<file path="config.mk">
export PLATFORM = sky130hd
export DESIGN_NAME = bin2bcd_seq
export DESIGN_NICKNAME = d
export VERILOG_FILES = /design/src/rtl/bin2bcd_seq.sv
export SDC_FILE = /design/constraint.sdc
export NUM_CORES = 1
export LEC_CHECK = 0
export ABC_AREA = 1
export CAP_MARGIN = 15
export CORE_MARGIN = 2
export CORE_UTILIZATION = 59
export DETAILED_ROUTE_END_ITERATION = 7
export PLACE_DENSITY = 0.95
export SLEW_MARGIN = 20
export SYNTH_ARGS = -nofsm -noshare
export SYNTH_HDL_FRONTEND = slang
export SYNTH_SLANG_ARGS = --single-unit
</file>
<file path="constraint.sdc">
create_clock -name clk -period 5.1 [get_ports clk]
set_input_delay 1.02 -clock clk [delete_from_list [all_inputs] [get_ports clk]]
set_output_delay 1.02 -clock clk [all_outputs]
set_load 0.02 [all_outputs]
</file>
<file path="src/rtl/bin2bcd_seq.sv">
// Sequential shift-and-add-3 (double dabble) binary-to-BCD converter.
// Converts one input bit per clock behind a start/busy/done handshake.
module bin2bcd_seq #(
  parameter int BIN_W  = 16,
  parameter int DIGITS = 5
) (
  input  logic                  clk,
  input  logic                  rst,
  input  logic                  start,
  input  logic [BIN_W-1:0]      bin_in,
  output logic                  busy,
  output logic                  done,
  output logic [4*DIGITS-1:0]   bcd_out,
  output logic                  overflow
);

  localparam int BCD_W = 4 * DIGITS;
  localparam int CNT_W = $clog2(BIN_W + 1);

  typedef enum logic {IDLE, SHIFT} state_t;

  state_t             state;
  logic [BIN_W-1:0]   binReg;
  logic [BCD_W-1:0]   scratch;
  logic [BCD_W-1:0]   adjusted;
  logic [BCD_W-1:0]   nextScratch;
  logic               ovfFlag;
  logic               carryOut;
  logic [CNT_W-1:0]   count;

  // Add-3 correction per digit, then the one-bit left shift of {scratch, binReg}.
  always_comb begin
    adjusted = scratch;
    for (int i = 0; i < DIGITS; i++) begin
      if (scratch[4*i +: 4] >= 4'd5)
        adjusted[4*i +: 4] = scratch[4*i +: 4] + 4'd3;
    end
    nextScratch = {adjusted[BCD_W-2:0], binReg[BIN_W-1]};
    carryOut    = adjusted[BCD_W-1];
  end

  // The bit shifted out of the top digit is lost, so it is folded into the overflow flag.
  always_ff @(posedge clk or posedge rst) begin
    if (rst) begin
      state    <= IDLE;
      busy     <= 1'b0;
      done     <= 1'b0;
      bcd_out  <= '0;
      overflow <= 1'b0;
      binReg   <= '0;
      scratch  <= '0;
      ovfFlag  <= 1'b0;
      count    <= '0;
    end else begin
      done <= 1'b0;
      case (state)
        IDLE: begin
          if (start) begin
            binReg  <= bin_in;
            scratch <= '0;
            ovfFlag <= 1'b0;
            count   <= CNT_W'(BIN_W);
            busy    <= 1'b1;
            state   <= SHIFT;
          end
        end
        SHIFT: begin
          scratch <= nextScratch;
          binReg  <= binReg << 1;
          ovfFlag <= ovfFlag | carryOut;
          count   <= count - 1'b1;
          if (count == CNT_W'(1)) begin
            bcd_out  <= nextScratch;
            overflow <= ovfFlag | carryOut;
            done     <= 1'b1;
            busy     <= 1'b0;
            state    <= IDLE;
          end
        end
        default: state <= IDLE;
      endcase
    end
  end

endmodule

</file>
==> impl_metrics.ini, run 1 <==
[run_status]
status = complete, no violations

[sta]
whs_ps = 479
clock_skew_ps = 7.30
fin_crit_sh_pct = 46.6
relSlewSlack_pct = 44.1
setup_violations = 0
tightest_slew_ps = 838
maxSlewViolCount = 0
period_needed_ps = 2370
final_hold_viol_count = 0
rsz0062_at_grt = false
tns_ps = 0
max_freq_mhz = 421

[pwr]
p_sw_share_pct = 44.1
seq_power_share_pct = 36.4
p_clk_share_pct = 16.9
power_density_nw_per_um2 = 679
p_int_mw = 1.44
p_sw_mw = 1.13
power_frac_comb_pct = 46.7
power_leakage_nw = 1.94
peakVddDrop_mv = 0.400

[global_route]
grt_pass1_vias = 2677
grt_usage_pct = 27.5
grt_start_max_net_pins = 43
grt-ovfl-total = 0
grt_pass1_wl_um = 12700
antenna_found_initial = 0

[die]
core_um2 = 5140
fp.dieW_um = 77
num_rows = 26
dieArea_um2 = 5930
ios = 42
die_h_um = 77
initial_core_util_pct = 61.2

[cts]
insertion_delay_ps = 360
cts_sinks = 66
clockRootBuffer = clkbuf_8
h-tree-depth = 3
clk_pin_slew_ps = 70
holdBufCountCts = 0
post-cts-setup-buffers = 0
cts_buffers = 9
ctsLongestPathBuffers = 2
cts_tree = done
cts_resized = 0

[setup_path]
cp_slowest_cell = clkdlybuf4s50_1
crit_path_end = bcd_out[19]
crit_required_ps = 4080
r2r-start = count[1]
r2r_end = bcd_out[2]
cp_max_fo = 2
slowest_delay_ps = 640
crit_chain = clkdlybuf4s50_1
path_buf_inv = 1
worstSetupStartpointType = register
critPathLaunch = bcd_out[19]
r2r_slack_ps = 3040
rr_worst_depth = 6
cp.arrival_ps = 1350
cp-end-kind = primary output
worst-setup-path-type = register to primary output
crit_cells = 1
path_delay_family = buffers and inverters

[placed_design]
dp_hpwl_um = 4810
portBuffers = 41
place_congestion = 0.906

[finish]
fillers = 375
areaGrowthSynthToFinish_pct = 20.2
diodes = 0
layout-drive-gt1-share_pct = 5.76
final_nets = 460

[route]
drc = 0
postRouteWirelength_um = 7350
antenna_left = 0
drtIter0Drc = 309
vias = 2793
first_pass_iters = 5
vias_per_cell = 5.54
wl_per_cell_um = 14.6

[yosys]
synth_warnings = 0
syn_inst = 387
synth-seq-area-share_pct = 52.5
syn_area_per_cell_um2 = 8.12
ys_top_cells_by_area = dfrtp_1 53%, nand2_1 20%, nand3_1 9.7%
synth_cell_types = 21
ys_seq_elements = 66
post-synth-top-count-cell = nand2_1
yosys-top-cells-count = 165 x nand2_1, 66 x dfrtp_1, 61 x nand3_1
async_flop_share_pct = 100
syn_nets = 418
synth_edf_count = 0
synth_ff_type = dfrtp_1
syn_area_um2 = 3140
yosys.area.top_type_share_pct = 52.5
yosys.area.top_type = dfrtp_1

[run]
drv_cap = 0

[worst_hold_path]
holdCritPathClass = register to register
worst min path at each step:
stage                      from     endpoint  slack, ps  cells past startpoint
floorplan               ovfFlag      ovfFlag        450                      2
global placement    bcd_out[12]  bcd_out[12]        460                      2
detailed placement  bcd_out[12]  bcd_out[12]        460                      2
CTS                 bcd_out[12]  bcd_out[12]        480                      2
global route         binReg[11]   binReg[11]        510                      2
finish              bcd_out[12]  bcd_out[12]        480                      2
layer usage:
layer  vias to the layer above  share of wire [%]  track usage, %
met5                         -                  0               0
met4                         0                2.2            9.11
met3                        17                6.0            7.18
met2                       123                 50            44.6
met1                      1337                 42            36.3
li1                       1316                  -               -
state kept, by name, summed over array words and instances (netlist names):
register and count:
state 1, overflow 1, bcd_out 20, busy 1, binReg 16, scratch 20, ovfFlag 1, done 1
count 5
stage by stage:
stage / std cells / area (um^2) / utilization, % / setup WS (ps) / total power [mW]
6_report: 504 / 3780 / 73.5 / 2730 / 2.57
5_1_grt: 504 / 3780 / 73.5 / 2700 / 2.76
3_3_place_gp: 488 / 3580 / 69.7 / 2640 / 2.02
3_5_place_dp: 488 / 3580 / 69.7 / 2600 / 2.10
4_1_cts: 504 / 3780 / 73.5 / 2720 / 2.55
2_1_floorplan: 387 / 3140 / - / 2430 / 1.71
cells by family (layout without fill, tap and decap cells):
group	after synthesis	count (layout)	share of synthesized area [%]
buffers and inverters	45	92	6.25
flip-flops	66	66	52.5
AND/OR/NAND/NOR	236	236	31.0
AO/OA/AOI/OAI	24	24	4.14
adder cells (fa/ha/maj)	12	12	4.78
multiplexers	4	4	1.27
area by class of cell:
cell class	count	area (um^2)	area share (%)
Sequential cell	66	1650	43.7
Clock buffer	9	124	3.28
Tap cell	70	87.6	2.32
Inverter	33	124	3.28
Timing Repair Buffer	43	425	11.3
Clock inverter	7	70.1	1.85
Multi-Input combinational cell	276	1300	34.3
cells in the final DEF (no fill, tap or decap):
cell / Yosys / layout
nand3_1: 61 / 61
dfrtp_1: 66 / 66
a22o_1: 1 / 1
clkbuf_8: 0 / 9
clkdlybuf4s50_1: 0 / 41
buf_4: 1 / 2
ha_1: 12 / 12
nand2_1: 165 / 165
nand2_2: 1 / 1
o21ai_0: 17 / 17
a21oi_1: 1 / 1
o21ai_1: 1 / 1
bufinv_16: 0 / 1
nand4_2: 1 / 1
o22ai_1: 3 / 3
clkinv_2: 0 / 2
nor2_2: 1 / 1
clkinvlp_4: 0 / 4
mux2i_1: 4 / 4
inv_1: 30 / 29
inv_2: 3 / 4
o211ai_1: 1 / 1
nor2_1: 7 / 7
power by group through the flow:
stage	Clock [mW]	Sequential, mW	Combinational [mW]
after floorplan	0	1.00	0.710
after global placement	0	0.917	1.10
after detailed placement	0	0.930	1.17
after CTS	0.436	0.926	1.19
after global routing	0.459	0.958	1.35
final	0.434	0.934	1.20
(Power assumes the default switching activity.)
==> inputs of run 2 (changes only) <==
Settings changed: CORE_UTILIZATION 59 to 49, PLACE_DENSITY 0.95 to 0.86.
Clock period 5.1 ns to 2 ns, I/O delays scaled along.
==> impl_metrics.ini, run 2 (same netlist as run 1, synthesis figures left out) <==
[worst_hold_path]
holdCritPathClass = input port to asynchronous set/reset pin

[cts]
insertion_delay_ps = 340
cts_buffers = 9
ctsLongestPathBuffers = 2
h-tree-depth = 3
clockRootBuffer = clkbuf_8
cts_resized = 0
clk_pin_slew_ps = 70
cts_tree = done
holdBufCountCts = 0
post-cts-setup-buffers = 0
cts_sinks = 66

[sta]
fin_crit_sh_pct = 85.5
setup_violations = 0
fin_ws_ps = 290
relSlewSlack_pct = 69.8
whs_ps = 360
maxSlewViolCount = 0
tightest_slew_ps = 453
tns_ps = 0
max_freq_mhz = 585
rsz0062_at_grt = false
clock_skew_ps = 7.73
final_hold_viol_count = 0
period_needed_ps = 1710

[finish]
areaGrowthSynthToFinish_pct = 24.0
postLayoutCoreUtil_pct = 62.1
top_regs = bcd_out (20), scratch (20), binReg (16)
final_nets = 466
diodes = 0
layout-drive-gt1-share_pct = 6.82
layout_common_cells = 165 x nand2_1, 66 x dfrtp_1, 61 x nand3_1
final_common_cell = nand2_1
fillers = 512

[global_route]
grt_usage_pct = 21.4
antenna_found_initial = 0
grt_pass1_vias = 2822
grt-ovfl-total = 0
grt_start_max_net_pins = 37
grt_pass1_wl_um = 12200

[die]
fp.dieW_um = 84.1
dieArea_um2 = 7070
die_h_um = 84.1
core_um2 = 6280
ios = 42
initial_core_util_pct = 50.1
num_rows = 29

[setup_path]
cp.arrival_ps = 1310
cp-end-kind = primary output
cp_max_fo = 2
path_buf_inv = 1
slowest_delay_ps = 610
path_delay_family = buffers and inverters
cp_slowest_cell = clkdlybuf4s50_1
worst-setup-path-type = register to primary output
worstSetupStartpointType = register
crit_required_ps = 1600
crit_chain = clkdlybuf4s50_1

[route]
wl_per_cell_um = 13.1
drtIter0Drc = 263
postRouteWirelength_um = 6770
first_pass_iters = 5
vias = 2750
antenna_left = 0
drc = 0
vias_per_cell = 5.32

[pwr]
p_sw_mw = 2.77
p_sw_share_pct = 41.8
power_density_nw_per_um2 = 1700
peakVddDrop_mv = 0.810
power_frac_comb_pct = 45.6
p_clk_share_pct = 18.4
seq_power_share_pct = 36.0
p_int_mw = 3.86
power_leakage_nw = 2.00

[placed_design]
dp_hpwl_um = 4550
portBuffers = 41
place_ws_ps = 434
place_congestion = 0.841

[run_status]
status = complete, no violations

[run]
drv_cap = 0
-- run 2: final timing paths --
check	cells past startpoint	to	start	slack [ps]
worst max register to register	8	scratch[14]	scratch[12]	340
max in group asynchronous	3	bcd_out[5]	rst	1180
worst min register to register	2	bcd_out[3]	bcd_out[3]	480
worst min-delay path	2	bcd_out[12]	rst	360
worst max-delay path	1	busy	busy	290
min in group clk	2	bcd_out[3]	bcd_out[3]	480
-- run 2: layout make-up --
| type | instances | area (um^2) | share of cell area (%) |
|---|---|---|---|
| flip-flops and latches | 66 | 1650 | 42.4 |
| multi-input cells | 276 | 1300 | 33.2 |
| repair buffers | 49 | 508 | 13.0 |
| clock buffers | 11 | 141 | 3.63 |
| inverters | 33 | 128 | 3.27 |
| well taps | 77 | 96.3 | 2.47 |
| clock inverters | 5 | 77.6 | 1.99 |
-- run 2: per-stage QoR --
stage | power, mW | instances | cell area [um^2]
after floorplan | 4.36 | 387 | 3150
after global placement | 5.19 | 501 | 3680
after detailed placement | 5.37 | 501 | 3680
after CTS | 6.66 | 517 | 3900
after global routing | 7.22 | 517 | 3900
final | 6.64 | 517 | 3900
-- run 2: power groups by stage --
stage	Sequential, mW	Combinational [mW]	Clock (mW)
after CTS	2.38	3.03	1.25
after global routing	2.47	3.45	1.31
after detailed placement	2.38	2.99	0
after global placement	2.36	2.83	0
after floorplan	2.55	1.81	0
final	2.39	3.03	1.22
-- run 2: routing by layer --
| metal | vias up | wire [um] | GRT usage (%) |
|---|---|---|---|
| li1 | 1334 | - | - |
| met1 | 1297 | 2800 | 26.6 |
| met2 | 96 | 3410 | 34.8 |
| met3 | 23 | 340 | 4.35 |
| met4 | 0 | 220 | 12.3 |
| met5 | - | 0 | 0 |
==> variant 1: new RTL, settings of run 2 <==
Add an input register stage for `start` and `bin_in`, without a reset; this delays them by one clock.
--- a/src/rtl/bin2bcd_seq.sv
+++ b/src/rtl/bin2bcd_seq.sv
@@ -18,6 +18,14 @@
   localparam int CNT_W = $clog2(BIN_W + 1);
 
   typedef enum logic {IDLE, SHIFT} state_t;
+
+  logic start_q;
+  logic [BIN_W-1:0] bin_q;
+
+  always_ff @(posedge clk) begin
+    start_q <= start;
+    bin_q   <= bin_in;
+  end
 
   state_t             state;
   logic [BIN_W-1:0]   binReg;
@@ -55,8 +63,8 @@
       done <= 1'b0;
       case (state)
         IDLE: begin
-          if (start) begin
-            binReg  <= bin_in;
+          if (start_q) begin
+            binReg  <= bin_q;
             scratch <= '0;
             ovfFlag <= 1'b0;
             count   <= CNT_W'(BIN_W);
Formal check against the unedited RTL: not equivalent (a bounded check fails within 4 cycles, from zero or initial values and one cycle with rst high).
==> variant 1 against run 2 <==
  * Hold slack better by 95 ps
  * Routed wire length up 0.10%
  * Area after synthesis up 11%
  * Global-route usage down 1.7 points
  * Via count up 1.8%
  * Worst setup slack worse by 32 ps
  * Sequential cell count up 17
  * Sequential power up 13%
  * Final area up 6.7%
  * Power up 2.2%
  * Critical endpoint is now bcd_out[0]
==> variant 1: results (changes against run 2) <==
| Metric | Value |
|---|---|
| Post-synth ARST share | 0.795 (-0.205) |
| Synth cell count leaders | nand2_1, dfrtp_1, nand3_1 |
| Largest net degree at the start of global routing | 67 (+81%) |
| 1st-iter DRT viols | 215 (-18%) |
| Synth unique cells | 24 (+14%) |
| Total CTS buffers | 9 (unchanged) |
| Later-pin clock latency in the skew report | 360 ps (+20 ps) |
| GRT Overall Usage | 0.198 (-0.0166) |
| Slowest Stage Delay on Critical Path | 610 ps (about the same) |
| Status | complete, no violations |
| Peak supply drop | 0.000738 V (-8.9%) |
| Hold Path Class | flop to flop |
| Worst Max-Slew Pin Slew | 537 ps (+84.0 ps) |
| Top-count cell post-synth | nand2_1 |
| Top cells by area, synth | dfrtp_1, nand2_1, dfxtp_1, nand3_1, ha_1 |
| Post-Route WL | 6770 µm (+0.10%) |
| Internal | 3.96 mW (+2.5%) |
| Register area share after synthesis | 0.572 (+0.0470) |
| Top flop regs | bcd_out (20), scratch (20) |
| DRT Pass-1 Iters | 5 (unchanged) |
| Post-Syn Nets | 430 (+2.9%) |
| Post-CTS resize count | 0 (unchanged) |
| Share of layout cells above drive strength 1 | 0.0580 (-0.0101) |
| Final Wtd Congestion | 0.833 (-0.93%) |
| Placed instance area | 0.00398 mm² (+8.2%) |
| Routed via count | 2,799 (+1.8%) |
| Leakage | 2.07 nW (+3.5%) |
| First-pass GRT wire length | 11,900 µm (-2.2%) |
| Critical Path Fanout Max | 2 (unchanged) |
| Number of post-CTS setup repair buffers | 0 (unchanged) |
| Hpwl dp | 4520 µm (-0.66%) |
| Fin nets | 474 (+1.7%) |
| Clock Skews | 6.63 ps (-1.10 ps) |
| # fillers | 568 (+11%) |
==> variant 1: cell types whose count changed after synthesis, sizes merged <==
cell,change
buf,-1
dfxtp,+17
inv,+4
mux2i,-4
nand2,-16
o21ai,+8
o22ai,+4
==> variant 1: cell families after synthesis <==
logic type                 synth area share
AOI/OAI and AO/OA                    0.0561
DFF                                   0.572
buffers and inverters                0.0607
adders and majority gates            0.0431
and+or+nand+nor                       0.268
==> variant 1: tightest hold or removal path, delay by kind of cell (launching register included) <==
family,cells,cell delay [ps]
flops,1,310
simple gates,2,120
==> variant 1: stage by stage <==
stage | utilization | instances | setup WS (ps)
floorplan | - | 399 | 692
global placement | 0.583 | 528 | 549
detailed placement | 0.583 | 528 | 469
CTS | 0.609 | 544 | 252
global route | 0.609 | 544 | 209
finish | 0.609 | 544 | 258
==> variant 1: power by group through the flow <==
stage | sequential, mW | combinational (mW) | clock, mW
3_3_place_gp | 2.69 | 2.81 | 0
5_1_grt | 2.77 | 3.41 | 1.19
3_5_place_dp | 2.72 | 2.98 | 0
6_report | 2.69 | 2.99 | 1.10
2_1_floorplan | 2.87 | 1.89 | 0
4_1_cts | 2.69 | 3.00 | 1.12
==> variant 1: final cells by class <==
cell class,count,area share
clock buffer,12,0.0373
clock inverter,4,0.00571
inverter,37,0.0355
multi-input combinational,268,0.307
sequential,83,0.479
tap,96,0.0289
timing repair buffer,44,0.107
==> variant 1: path summary, 6_finish.rpt <==
path / to / slack [ps] / depth (start not counted) / startpoint
worst max-delay path: bcd_out[0] / 260 / 1 / bcd_out[0]$_DFFE_PP0P_
worst min register to register: binReg[12]$_DFFE_PP0P_ / 450 / 2 / bin_q[12]$_DFF_P_
max in group asynchronous: scratch[2]$_DFFE_PP0P_ / 1250 / 3 / rst
worst max register to register: scratch[1]$_DFFE_PP0P_ / 410 / 8 / scratch[0]$_DFFE_PP0P_
min in group asynchronous: bcd_out[14]$_DFFE_PP0P_ / 480 / 3 / rst
worst min-delay path: binReg[12]$_DFFE_PP0P_ / 450 / 2 / bin_q[12]$_DFF_P_
==> variant 1: metal layers <==
layer  routed length, µm  GRT usage
met5                   0          0
met4                  84     0.0744
met3                 371     0.0560
met2                3470      0.345
met1                2850      0.232
==> variant 2: new RTL, config.mk and constraints of run 2 <==
Without the edit above. Set the parameter `DIGITS` to 10 (it was 5).
--- a/src/rtl/bin2bcd_seq.sv
+++ b/src/rtl/bin2bcd_seq.sv
@@ -2,7 +2,7 @@
 // Converts one input bit per clock behind a start/busy/done handshake.
 module bin2bcd_seq #(
   parameter int BIN_W  = 16,
-  parameter int DIGITS = 5
+  parameter int DIGITS = 10
 ) (
   input  logic                  clk,
   input  logic                  rst,
Ports: changed (resized bcd_out); port bits go from 42 to 62. No check against the original RTL was run, so the function may have changed too.
==> variant 2 against run 2 <==
  * Worst setup slack got worse by 56 ps
  * Routed wire length is 62% higher
  * Final area rose by 56%
  * Global-route usage down 0.81 points
  * Hold slack got worse by 40 ps
  * Core utilization fell by 2.5 points
  * Power rose by 52%
  * Area after synthesis up 63%
  * Die area is 59% higher
  * Sequential cell count rose by 40
  * First-iteration DRC count increased by 36%
  * Critical endpoint is now bcd_out[0]
==> variant 2: results (changes against run 2) <==
| Metric | Value |
|---|---|
| Final Wtd Congestion | 0.808 (-4.0%) |
| Fraction of area in registers | 0.435 (+0.0118) |
| Register area share after synthesis | 0.519 (-0.00655) |
| Post-Syn Nets | 675 (+61%) |
| Top delay family on crit path | buffers and inverters |
| Ys Warns | 0 (unchanged) |
| Hpwl dp | 7760 µm (+71%) |
| Clock-cell share of area | 0.0298 (-0.0264) |
| Worst Max-Slew Pin Slew | 448 ps (-4.85 ps) |
| Metal2 WL | 5390 µm (+58%) |
| GRT Overall Usage | 0.206 (-0.00813) |
| First-pass GRT wire length | 19,100 µm (+56%) |
| # fillers | 889 (+74%) |
| Compound-Gate Fraction of Synth Area | 0.0759 (+0.0345) |
| Buffers on Ports | 61 (+49%) |
| CTS clk-pin slew, worst paths | 90 ps (+20 ps) |
| Top flop regs | bcd_out (40), scratch (40), binReg (16) |
| Synth cell count leaders | nand2_1, dfrtp_1, nand3_1 |
| 1st-iter DRT viols | 358 (+36%) |
| Post-Route M1 WL | 4830 µm (+73%) |
| Post-Synth Adder-Cell Area | 0.0538 (+0.00608) |
| Leakage | 3.11 nW (+55%) |
| Peak supply drop | 0.000857 V (+5.8%) |
| Post-Route WL | 11,000 µm (+62%) |
| Fin nets | 736 (+58%) |
| Synth unique cells | 18 (-14%) |
| Share of layout cells above drive strength 1 | 0.0457 (-0.0225) |
| Top cells by area, synth | dfrtp_1, nand2_1, nand3_1, ha_1, inv_1 |
| Clock Skews | 12.5 ps (+4.75 ps) |
| Mux contribution to synthesized area | 0.00196 (-0.0108) |
| Slowest Stage Delay on Critical Path | ~620 ps |
| Routed vias/inst | 5.33 (+0.30%) |
| Multi-In Gates | 454 (+64%) |
| GR Util met3 | 0.0264 (-0.0172) |
| Vias in the first global route | 4,304 (+53%) |
| Largest net degree at the start of global routing | 67 (+81%) |
| Total CTS buffers | 9 (unchanged) |
| Critical Path AT | 1370 ps (+60 ps) |
| Repair and plain buffers | 70 (+43%) |
| Metal3 WL | 557 µm (+64%) |
| Signal inverters | 54 (+64%) |
| Multi-input logic area | 0.00215 mm² (+66%) |
| Status | complete, no violations |
| DP Worst Slack | 357 ps (-77.0 ps) |
| Seq_cells | 106 (+61%) |
| Data buffer area share | 0.119 (-0.0108) |
| Later-pin clock latency in the skew report | 360 ps (+20 ps) |
| GR Layer Usage met1 | 0.270 (+0.00371) |
| GR Util met2 | 0.353 (+0.00408) |
-- variant 2: changes by cell type after synthesis, moves of 9 or more --
cell and delta:
a21oi_1 +20, dfrtp_1 +40, nand2_1 +94, ha_1 +10
o211ai_1 +9, nand3_1 +34, o21ai_0 +19, inv_1 +20
-- variant 2: path summary, 6_finish.rpt --
path / startpoint / endpoint / slack [ps]
min in group clk: binReg[12]$_DFFE_PP0P_ / binReg[12]$_DFFE_PP0P_ / 490
max in group asynchronous: rst / state$_DFF_PP0_ / 1080
worst max register to register: scratch[28]$_DFFE_PP0P_ / scratch[29]$_DFFE_PP0P_ / 410
worst min register to register: binReg[12]$_DFFE_PP0P_ / binReg[12]$_DFFE_PP0P_ / 490
worst min-delay path: rst / binReg[6]$_DFFE_PP0P_ / 320
worst max-delay path: bcd_out[0]$_DFFE_PP0P_ / bcd_out[0] / 230
-- variant 2: cells by family (layout without fill, tap and decap cells) --
logic type                 Yosys count  count (layout)
and+or+nand+nor                    360             360
DFF                                106             106
buffers and inverters               74             140
AOI/OAI and AO/OA                   71              71
adders and majority gates           22              22
muxes                                1               1
-- variant 2: through the flow --
stage	cell area [µm²]	util	std cells
2_1_floorplan	5120	-	634
6_report	6090	0.596	836
3_3_place_gp	5910	0.578	820
4_1_cts	6090	0.596	836
5_1_grt	6090	0.596	836
3_5_place_dp	5910	0.578	820
-- variant 2: where the power goes --
group	switching (mW)	total (mW)	internal, mW	leakage (nW)
Combinational	3.02	4.97	1.95	1.72
Sequential	0.805	3.92	3.11	1.31
Clock	0.719	1.21	0.492	0.0818
Total	4.55	10.1	5.56	3.11
